==> config.mk <==
export PLATFORM = sky130hd
export DESIGN_NAME = mac_div
export DESIGN_NICKNAME = d
export VERILOG_FILES = /design/src/rtl/mac_div.sv
export SDC_FILE = /design/constraint.sdc
export NUM_CORES = 1
export LEC_CHECK = 0
export CAP_MARGIN = 25
export CORE_UTILIZATION = 54
export CTS_CLUSTER_SIZE = 24
export DETAILED_ROUTE_END_ITERATION = 6
export HOLD_SLACK_MARGIN = 0.03
export PLACE_DENSITY = 0.8
export SYNTH_ARGS = -nofsm -noshare
export SYNTH_HDL_FRONTEND = slang
export SYNTH_SLANG_ARGS = --single-unit
==> constraint.sdc <==
create_clock -name clk -period 2.55 [get_ports clk]
set_input_delay 0.51 -clock clk [delete_from_list [all_inputs] [get_ports clk]]
set_output_delay 0.51 -clock clk [all_outputs]
set_load 0.01 [all_outputs]
==> src/rtl/mac_div.sv <==
// mac_div: recovers A = (P - C) / B and the remainder from a MAC result.
// Restoring divider that produces one quotient bit per clock, MSB first.
// Valid/ready handshake on the operand side and on the result side.
// Optional feature macro: MAC_DIV_STATS_EN adds op_count / err_count outputs.
module mac_div #(
  parameter  int WIDTH_A = 5,
  parameter  int WIDTH_B = 7,
  localparam int N       = WIDTH_A + WIDTH_B
) (
  input  logic               clk,
  input  logic               rst,
  input  logic               in_valid,
  output logic               in_ready,
  input  logic [N-1:0]       P,
  input  logic [N-1:0]       C,
  input  logic [WIDTH_B-1:0] B,
  output logic               out_valid,
  input  logic               out_ready,
  output logic [N-1:0]       quot,
  output logic [WIDTH_B-1:0] rem,
  output logic               err_div0,
  output logic               err_under
`ifdef MAC_DIV_STATS_EN
  ,
  output logic [15:0]        op_count,
  output logic [7:0]         err_count
`endif
);

  localparam int CW = $clog2(N);

  typedef enum logic [1:0] {IDLE, CHECK, DIV, DONE} state_t;

  state_t             state_q, state_d;
  logic [N:0]         diff_q, diff_d;
  logic [WIDTH_B-1:0] div_q, div_d;
  logic [WIDTH_B-1:0] part_q, part_d;
  logic [N-1:0]       shift_q, shift_d;
  logic [CW-1:0]      cnt_q, cnt_d;
  logic [N-1:0]       quot_q, quot_d;
  logic [WIDTH_B-1:0] rem_q, rem_d;
  logic               div0_q, div0_d;
  logic               under_q, under_d;

  logic [WIDTH_B:0]   trial;
  logic [WIDTH_B-1:0] subRem;
  logic               fits;

  assign in_ready  = (state_q == IDLE);
  assign out_valid = (state_q == DONE);
  assign quot      = quot_q;
  assign rem       = rem_q;
  assign err_div0  = div0_q;
  assign err_under = under_q;

  // State and datapath registers; reset aborts any operation in flight
  always_ff @(posedge clk) begin
    if (rst) begin
      state_q <= IDLE;
      diff_q  <= '0;
      div_q   <= '0;
      part_q  <= '0;
      shift_q <= '0;
      cnt_q   <= '0;
      quot_q  <= '0;
      rem_q   <= '0;
      div0_q  <= 1'b0;
      under_q <= 1'b0;
    end else begin
      state_q <= state_d;
      diff_q  <= diff_d;
      div_q   <= div_d;
      part_q  <= part_d;
      shift_q <= shift_d;
      cnt_q   <= cnt_d;
      quot_q  <= quot_d;
      rem_q   <= rem_d;
      div0_q  <= div0_d;
      under_q <= under_d;
    end
  end

  // Next-state logic; the dividend register doubles as the quotient register
  always_comb begin
    state_d = state_q;
    diff_d  = diff_q;
    div_d   = div_q;
    part_d  = part_q;
    shift_d = shift_q;
    cnt_d   = cnt_q;
    quot_d  = quot_q;
    rem_d   = rem_q;
    div0_d  = div0_q;
    under_d = under_q;

    trial  = {part_q, shift_q[N-1]};
    fits   = (trial >= {1'b0, div_q});
    subRem = WIDTH_B'(trial - {1'b0, div_q});

    case (state_q)
      IDLE: begin
        if (in_valid) begin
          div_d   = B;
          diff_d  = {1'b0, P} - {1'b0, C};
          state_d = CHECK;
        end
      end
      CHECK: begin
        if (div_q == '0) begin
          div0_d  = 1'b1;
          quot_d  = '0;
          rem_d   = '0;
          state_d = DONE;
        end else if (diff_q[N]) begin
          under_d = 1'b1;
          quot_d  = '0;
          rem_d   = '0;
          state_d = DONE;
        end else begin
          part_d  = '0;
          shift_d = diff_q[N-1:0];
          cnt_d   = CW'(N - 1);
          state_d = DIV;
        end
      end
      DIV: begin
        part_d  = fits ? subRem : trial[WIDTH_B-1:0];
        shift_d = {shift_q[N-2:0], fits};
        if (cnt_q == '0) begin
          quot_d  = shift_d;
          rem_d   = part_d;
          state_d = DONE;
        end else begin
          cnt_d = cnt_q - CW'(1);
        end
      end
      DONE: begin
        if (out_ready) begin
          div0_d  = 1'b0;
          under_d = 1'b0;
          state_d = IDLE;
        end
      end
      default: state_d = IDLE;
    endcase
  end

`ifdef MAC_DIV_STATS_EN
  logic [15:0] opCount_q;
  logic [7:0]  errCount_q;

  assign op_count  = opCount_q;
  assign err_count = errCount_q;

  // Result-handshake counters: total wraps, error count saturates
  always_ff @(posedge clk) begin
    if (rst) begin
      opCount_q  <= '0;
      errCount_q <= '0;
    end else if (out_valid && out_ready) begin
      opCount_q <= opCount_q + 16'd1;
      if ((div0_q || under_q) && (errCount_q != 8'hFF)) begin
        errCount_q <= errCount_q + 8'd1;
      end
    end
  end
`endif

endmodule
==> impl_metrics.toml, run 1 <==
[placement]
dp_hpwl_um = 6110
dpl_cell_area_um2 = 4370
placement.io_buffers = 57
place_congestion = 0.915

[die]
fp.coreArea_um2 = 6490
pin_count = 58
start_util_pct = 57.0
die_y_um = 84.8
row_count = 29
dieArea_um2 = 7190
die_w_um = 84.8

[critical_path]
reg2reg_setup_slack_ns = 0.14
cp_data_arrival_time_ns = 2.64
critPathKind = "flip-flop to flip-flop"
critPathMaxFanout = 5
end_kind = "flip-flop"
worst_ep_required_time_ns = 2.77
start_kind = "flip-flop"

[synth]
synthArstFlopShare_pct = 0
synth_top_area_cell = "dfxtp_1"
yosysWarnings = 0
synth_area_leaders = "dfxtp_1, ha_1, a21oi_1"
synth.most_common_cell = "dfxtp_1"
postSynthCellCount = 430
yosysSeqAreaShare_pct = 35.7
synth_ff_type = "dfxtp_1"
synth.distinct_cells = 57
synth_edf_count = 0
netlist.area_leader.share_pct = 35.7
syn_area_per_cell_um2 = 8.60
ys_ff_latch = 66
netlist_area_um2 = 3700
syn_nets = 492
synth_commonest_cells = "dfxtp_1, nand2_1, a21oi_1"

[power_and_ir_drop]
power_density_nw_per_um2 = 1000
p_total_w = 0.00459
vdd_drop_max_mv = 0.593
leakagePower_nw = 1.76

[final_layout]
area_growth_syn_to_layout_pct = 23.7
utilization_pct = 70.5
drive_gt1_share_pct = 11.9
antennaDiodeCount = 0
ff_latch_area_um2 = 1320
final_nets = 553
finalInstanceArea_um2 = 4580
fillerInstances = 551
multi_input_area_um2 = 2150

[global_route]
first_global_vias = 3050
met2_usage_pct = 39.3
grt_util_all_layers_pct = 24.3
grt_max_degree = 35
grt_pass1_wl_um = 14100
overflow = 0
use_met1_pct = 32.4
use_met3_pct = 4.72
antenna_found_initial = 0
grt-busiest-layer = "met2"

[drt]
drt-pass1-iter-count = 6
detail-route-antenna-nets = 0
remaining_drc_errors = 2
routed_wirelength_um = 8510
drt_iter0_markers = 182
vias = 3299
viasPerCell = 5.76
wl_per_cell_um = 14.8

[clocking]
clock_latency_ns = 0.34
clockRootBuffer = "clkbuf_8"
cts_sinks = 66
clockBufferDepth = 2
clk_pin_slew_ns = 0.08
cts_hold_buffers = 0
cts_tree = "done"
cts_made_buffers = 9
htree_levels = 3

[timing]
max_freq_mhz = 414
finalCriticalPeriod_ns = 2.41
worstMarginPinSlew_ns = 0.793
slew_viol_final = 0
clock-skew-final_ns = 0.00925
setup_viol = 0
slew_headroom_pct = 46.8
rsz0062_at_grt = "false"
min_period_over_period_pct = 94.7
hold_violations = 0
setup_tns_ns = 0

[min_path]
timing.hold.worst.class = "flip-flop to flip-flop"

[status]
violations = "design-rule violations"
outcome = "finished with violations"

[run]
max-cap-violations = 0
==> critical path, stage by stage, from the launching register on <==
cell       delay (ns)
dfxtp_1          0.31
inv_1            0.08
ha_1             0.17
inv_1            0.05
fa_1             0.42
a211oi_2         0.24
o21ai_1          0.18
a21oi_4          0.28
buf_4            0.19
mux2i_2          0.25
o2bb2ai_1        0.12
==> state kept, by name, indices dropped and copies added (netlist names) <==
| name | flops |
|---|---|
| cnt_q | 4 |
| quot | 12 |
| rem | 7 |
| shift_q | 12 |
| div_q | 7 |
| part_q | 7 |
| err_div0 | 1 |
| diff_q | 13 |
| err_under | 1 |
| state_q | 2 |
==> area by class of cell <==
class	instances	share of cell area [%]
repair buffers	72	15.1
well taps	77	2.10
multi-input cells	308	47.0
clock inverters	5	0.820
clock buffers	11	3.31
inverters	34	2.79
flip-flops and latches	66	28.9
==> power by group <==
part	internal [W]	total, W	switching, W	leakage, nW
registers	0.00123	0.00140	0.000165	0.537
logic	0.00101	0.00237	0.00136	1.13
clock network	0.000409	0.000824	0.000415	0.0919
total	0.00265	0.00459	0.00194	1.76
==> per-stage QoR <==
step / hold WS [ns] / setup slack (ns) / cells
after floorplan: 0.427 / 0.354 / 430
after global placement: 0.439 / -0.0619 / 556
after detailed placement: 0.442 / -0.146 / 556
after CTS: 0.451 / 0.0210 / 572
after global routing: 0.477 / 0.000453 / 573
final: 0.453 / 0.136 / 573
==> worst paths after layout <==
path | from | to | depth (start not counted)
setup reg to reg | shift_q[11] | rem[1] | 10
hold reg to reg | quot[8] | quot[8] | 2
setup / recovery | shift_q[11] | rem[1] | 10
hold / removal | quot[8] | quot[8] | 2
==> cell families after synthesis <==
kind of cell    synth area share (%)
simple gates                    19.2
buf+inv                         6.43
fa+ha+maj                       9.54
flops                           35.7
mux                             2.57
xor+xnor                       0.947
compound gates                  25.6
==> cell usage in the layout (no fill, tap or decap), types with 6 or more instances in the layout <==
| cell | instances |
|---|---|
| dfxtp_1 | 66 |
| clkdlybuf4s50_1 | 56 |
| nand2_1 | 46 |
| a21oi_1 | 40 |
| inv_1 | 34 |
| nor2_1 | 30 |
| ha_1 | 25 |
| nand3_1 | 22 |
| o21ai_0 | 15 |
| buf_4 | 14 |
| clkbuf_8 | 11 |
| nor3_1 | 10 |
| nor3b_1 | 10 |
| a211oi_1 | 10 |
| o2bb2ai_1 | 9 |
| a221oi_2 | 9 |
| o21a_1 | 8 |
| mux2i_1 | 6 |
==> layer usage <==
layer	wire, um	up-vias
li1	-	1654
met1	4110	1548
met2	3940	85
met3	338	12
met4	121	0
met5	0	-
==> what timing repair did <==
action                     4_1_cts  5_1_grt
setup endpoints to repair        0       10
resized for setup                0        2
buffers inserted                 0        1
Note: power is estimated with default switching activity, not from simulation.
==> run 2: changes to the inputs <==
--- a/config.mk
+++ b/config.mk
@@ -6,11 +6,14 @@
 export NUM_CORES = 1
 export LEC_CHECK = 0
 export CAP_MARGIN = 25
-export CORE_UTILIZATION = 54
+export CELL_PAD_IN_SITES_DETAIL_PLACEMENT = 1
+export CELL_PAD_IN_SITES_GLOBAL_PLACEMENT = 2
+export CORE_UTILIZATION = 33
+export CTS_BUF_LIST = sky130_fd_sc_hd__clkbuf_2 sky130_fd_sc_hd__clkbuf_4 sky130_fd_sc_hd__clkbuf_8
 export CTS_CLUSTER_SIZE = 24
 export DETAILED_ROUTE_END_ITERATION = 6
 export HOLD_SLACK_MARGIN = 0.03
-export PLACE_DENSITY = 0.8
+export PLACE_DENSITY_LB_ADDON = 0.1
 export SYNTH_ARGS = -nofsm -noshare
 export SYNTH_HDL_FRONTEND = slang
 export SYNTH_SLANG_ARGS = --single-unit
==> run 2 against run 1 <==
  * Clock power grew 17%
  * Critical path depth is the same
  * Sequential power is essentially flat
  * Die area grew 62%
  * Cell area grew 2.8%
  * The run now ends clean
  * Setup slack gained 0.021 ns
  * Cell count grew 12%
  * Highest routed layer unchanged
  * Clock skew is essentially flat
  * Global-route usage shrank 5.9 points
  * Wire length grew 17%
==> impl_metrics.toml, run 2 (synthesis results as in run 1) <==
[die]
start_util_pct = 34.0
fp.coreArea_um2 = 10900
die_w_um = 108
pin_count = 58
dieArea_um2 = 11600
row_count = 38
die_y_um = 108

[final_layout]
final_common_cell = "dfxtp_1"
max_flop_register = "diff_q"
antennaDiodeCount = 0
final_cell_mix = "dfxtp_1, clkdlybuf4s50_1, nand2_1"
area_growth_syn_to_layout_pct = 27.1
fillerInstances = 1282
drive_gt1_share_pct = 12.8
largest_register_ffs = 13
stdcell_count = 641
final_nets = 558

[clocking]
clockBufferDepth = 2
cts_sinks = 66
htree_levels = 3
clockRootBuffer = "clkbuf_8"
cts_made_buffers = 9
cts_hold_buffers = 0
cts_tree = "done"
clock_latency_ns = 0.36
clk_pin_slew_ns = 0.08

[drt]
vias = 3318
remaining_drc_errors = 0
drt_iter0_markers = 77
detail-route-antenna-nets = 0
routed_wirelength_um = 9920
drt-pass1-iter-count = 3
viasPerCell = 5.18
wl_per_cell_um = 15.5

[timing]
min_period_over_period_pct = 93.9
setup_tns_ns = 0
finalCriticalPeriod_ns = 2.39
worstMarginPinSlew_ns = 0.636
setup_slack_ns = 0.156
max_freq_mhz = 418
setup_viol = 0
rsz0062_at_grt = "false"
fin_hold_ws_ns = 0.457
clock-skew-final_ns = 0.00943
hold_violations = 0
slew_headroom_pct = 57.6
slew_viol_final = 0

[critical_path]
critPathKind = "flip-flop to flip-flop"
start_kind = "flip-flop"
worst_ep_required_time_ns = 2.86
cp_data_arrival_time_ns = 2.70
critPathMaxFanout = 2
slowest_stage = "fa_1"
crit_path_start = "shift_q[11]"
critPathMaxStageDelay_ns = 0.40
cp_common_cell = "inv_1"
crit_path_cell_trace = "inv_1 -> ha_1 -> inv_1 -> fa_1 -> a211oi_2 -> o21ai_1 -> a21oi_2 -> buf_4 -> mux2_2 -> a2bb2o_4"
r2r_start = "shift_q[11]"
end_kind = "flip-flop"

[min_path]
timing.hold.worst.class = "flip-flop to flip-flop"
worstHoldStart = "quot[1]"

[global_route]
first_global_vias = 3464
grt_pass1_wl_um = 16300
overflow = 0
grt_util_all_layers_pct = 18.4
antenna_found_initial = 0
grt_max_degree = 30

[power_and_ir_drop]
vdd_drop_max_mv = 0.481
power.internal_w = 0.00279
combPwrFrac_pct = 50.2
power_density_nw_per_um2 = 1010
switching_share_pct = 41.3
seqPwrFrac_pct = 29.6
leakagePower_nw = 1.79
clkPwrFrac_pct = 20.2
p_switching_w = 0.00196

[placement]
dp_slack_ns = -0.188
placement.io_buffers = 57
place_congestion = 0.774
dpl.cell_count = 624
dp_hpwl_um = 7750

[run]
max-cap-violations = 0

[status]
outcome = "finished, final reports clean"
## run 2: power groups by stage
| stage | Sequential, W | Clock, W | Combinational (W) |
|---|---|---|---|
| after detailed placement | 0.00144 | 0 | 0.00238 |
| after global routing | 0.00143 | 0.00104 | 0.00265 |
| final | 0.00141 | 0.000962 | 0.00239 |
| after floorplan | 0.00139 | 0 | 0.00173 |
| after CTS | 0.00141 | 0.000995 | 0.00239 |
| after global placement | 0.00143 | 0 | 0.00234 |
## run 2: layer usage
metal	up-vias	routed length [um]	GRT usage, %
li1	1662	-	-
met1	1607	4360	20.0
met2	35	5150	34.4
met3	14	237	4.48
met4	0	172	6.36
met5	-	0	0
## run 2: cell type report
type                       instances  area, um^2  share of cell area, %
clock buffer                      13         173                   3.67
clock inverter                     3        46.3                  0.984
inverter                          34         128                   2.71
multi-input combinational        308        2140                   45.6
sequential                        66        1320                   28.1
tap                              140         175                   3.72
timing repair buffer              77         716                   15.2
## run 2: path summary, 6_finish.rpt
kind | to | slack (ns) | cells after the start
worst max register to register | part_q[0] | 0.16 | 10
worst min-delay path | quot[1] | 0.46 | 2
worst max-delay path | part_q[0] | 0.16 | 10
worst min register to register | quot[1] | 0.46 | 2
## run 2: repair_timing
| action | CTS | global route |
|---|---|---|
| gates resized for setup | 0 | 1 |
| setup buffers | 0 | 0 |
| endpoints found under the setup margin | 0 | 1 |
## run 2: critical path: cells and delay by family, from the launching register on
| kind | cells | cell delay, ns |
|---|---|---|
| flops | 1 | 0.32 |
| compound gates | 4 | 0.82 |
| fa+ha+maj | 2 | 0.56 |
| buf+inv | 3 | 0.27 |
| mux | 1 | 0.36 |
## run 2: metrics by stage
step | instance area (um^2) | total power [W] | util [%]
detailed placement | 4470 | 0.00381 | 41.1
CTS | 4690 | 0.00480 | 43.1
floorplan | 3700 | 0.00312 | -
global route | 4700 | 0.00512 | 43.2
finish | 4700 | 0.00476 | 43.2
global placement | 4470 | 0.00376 | 41.1
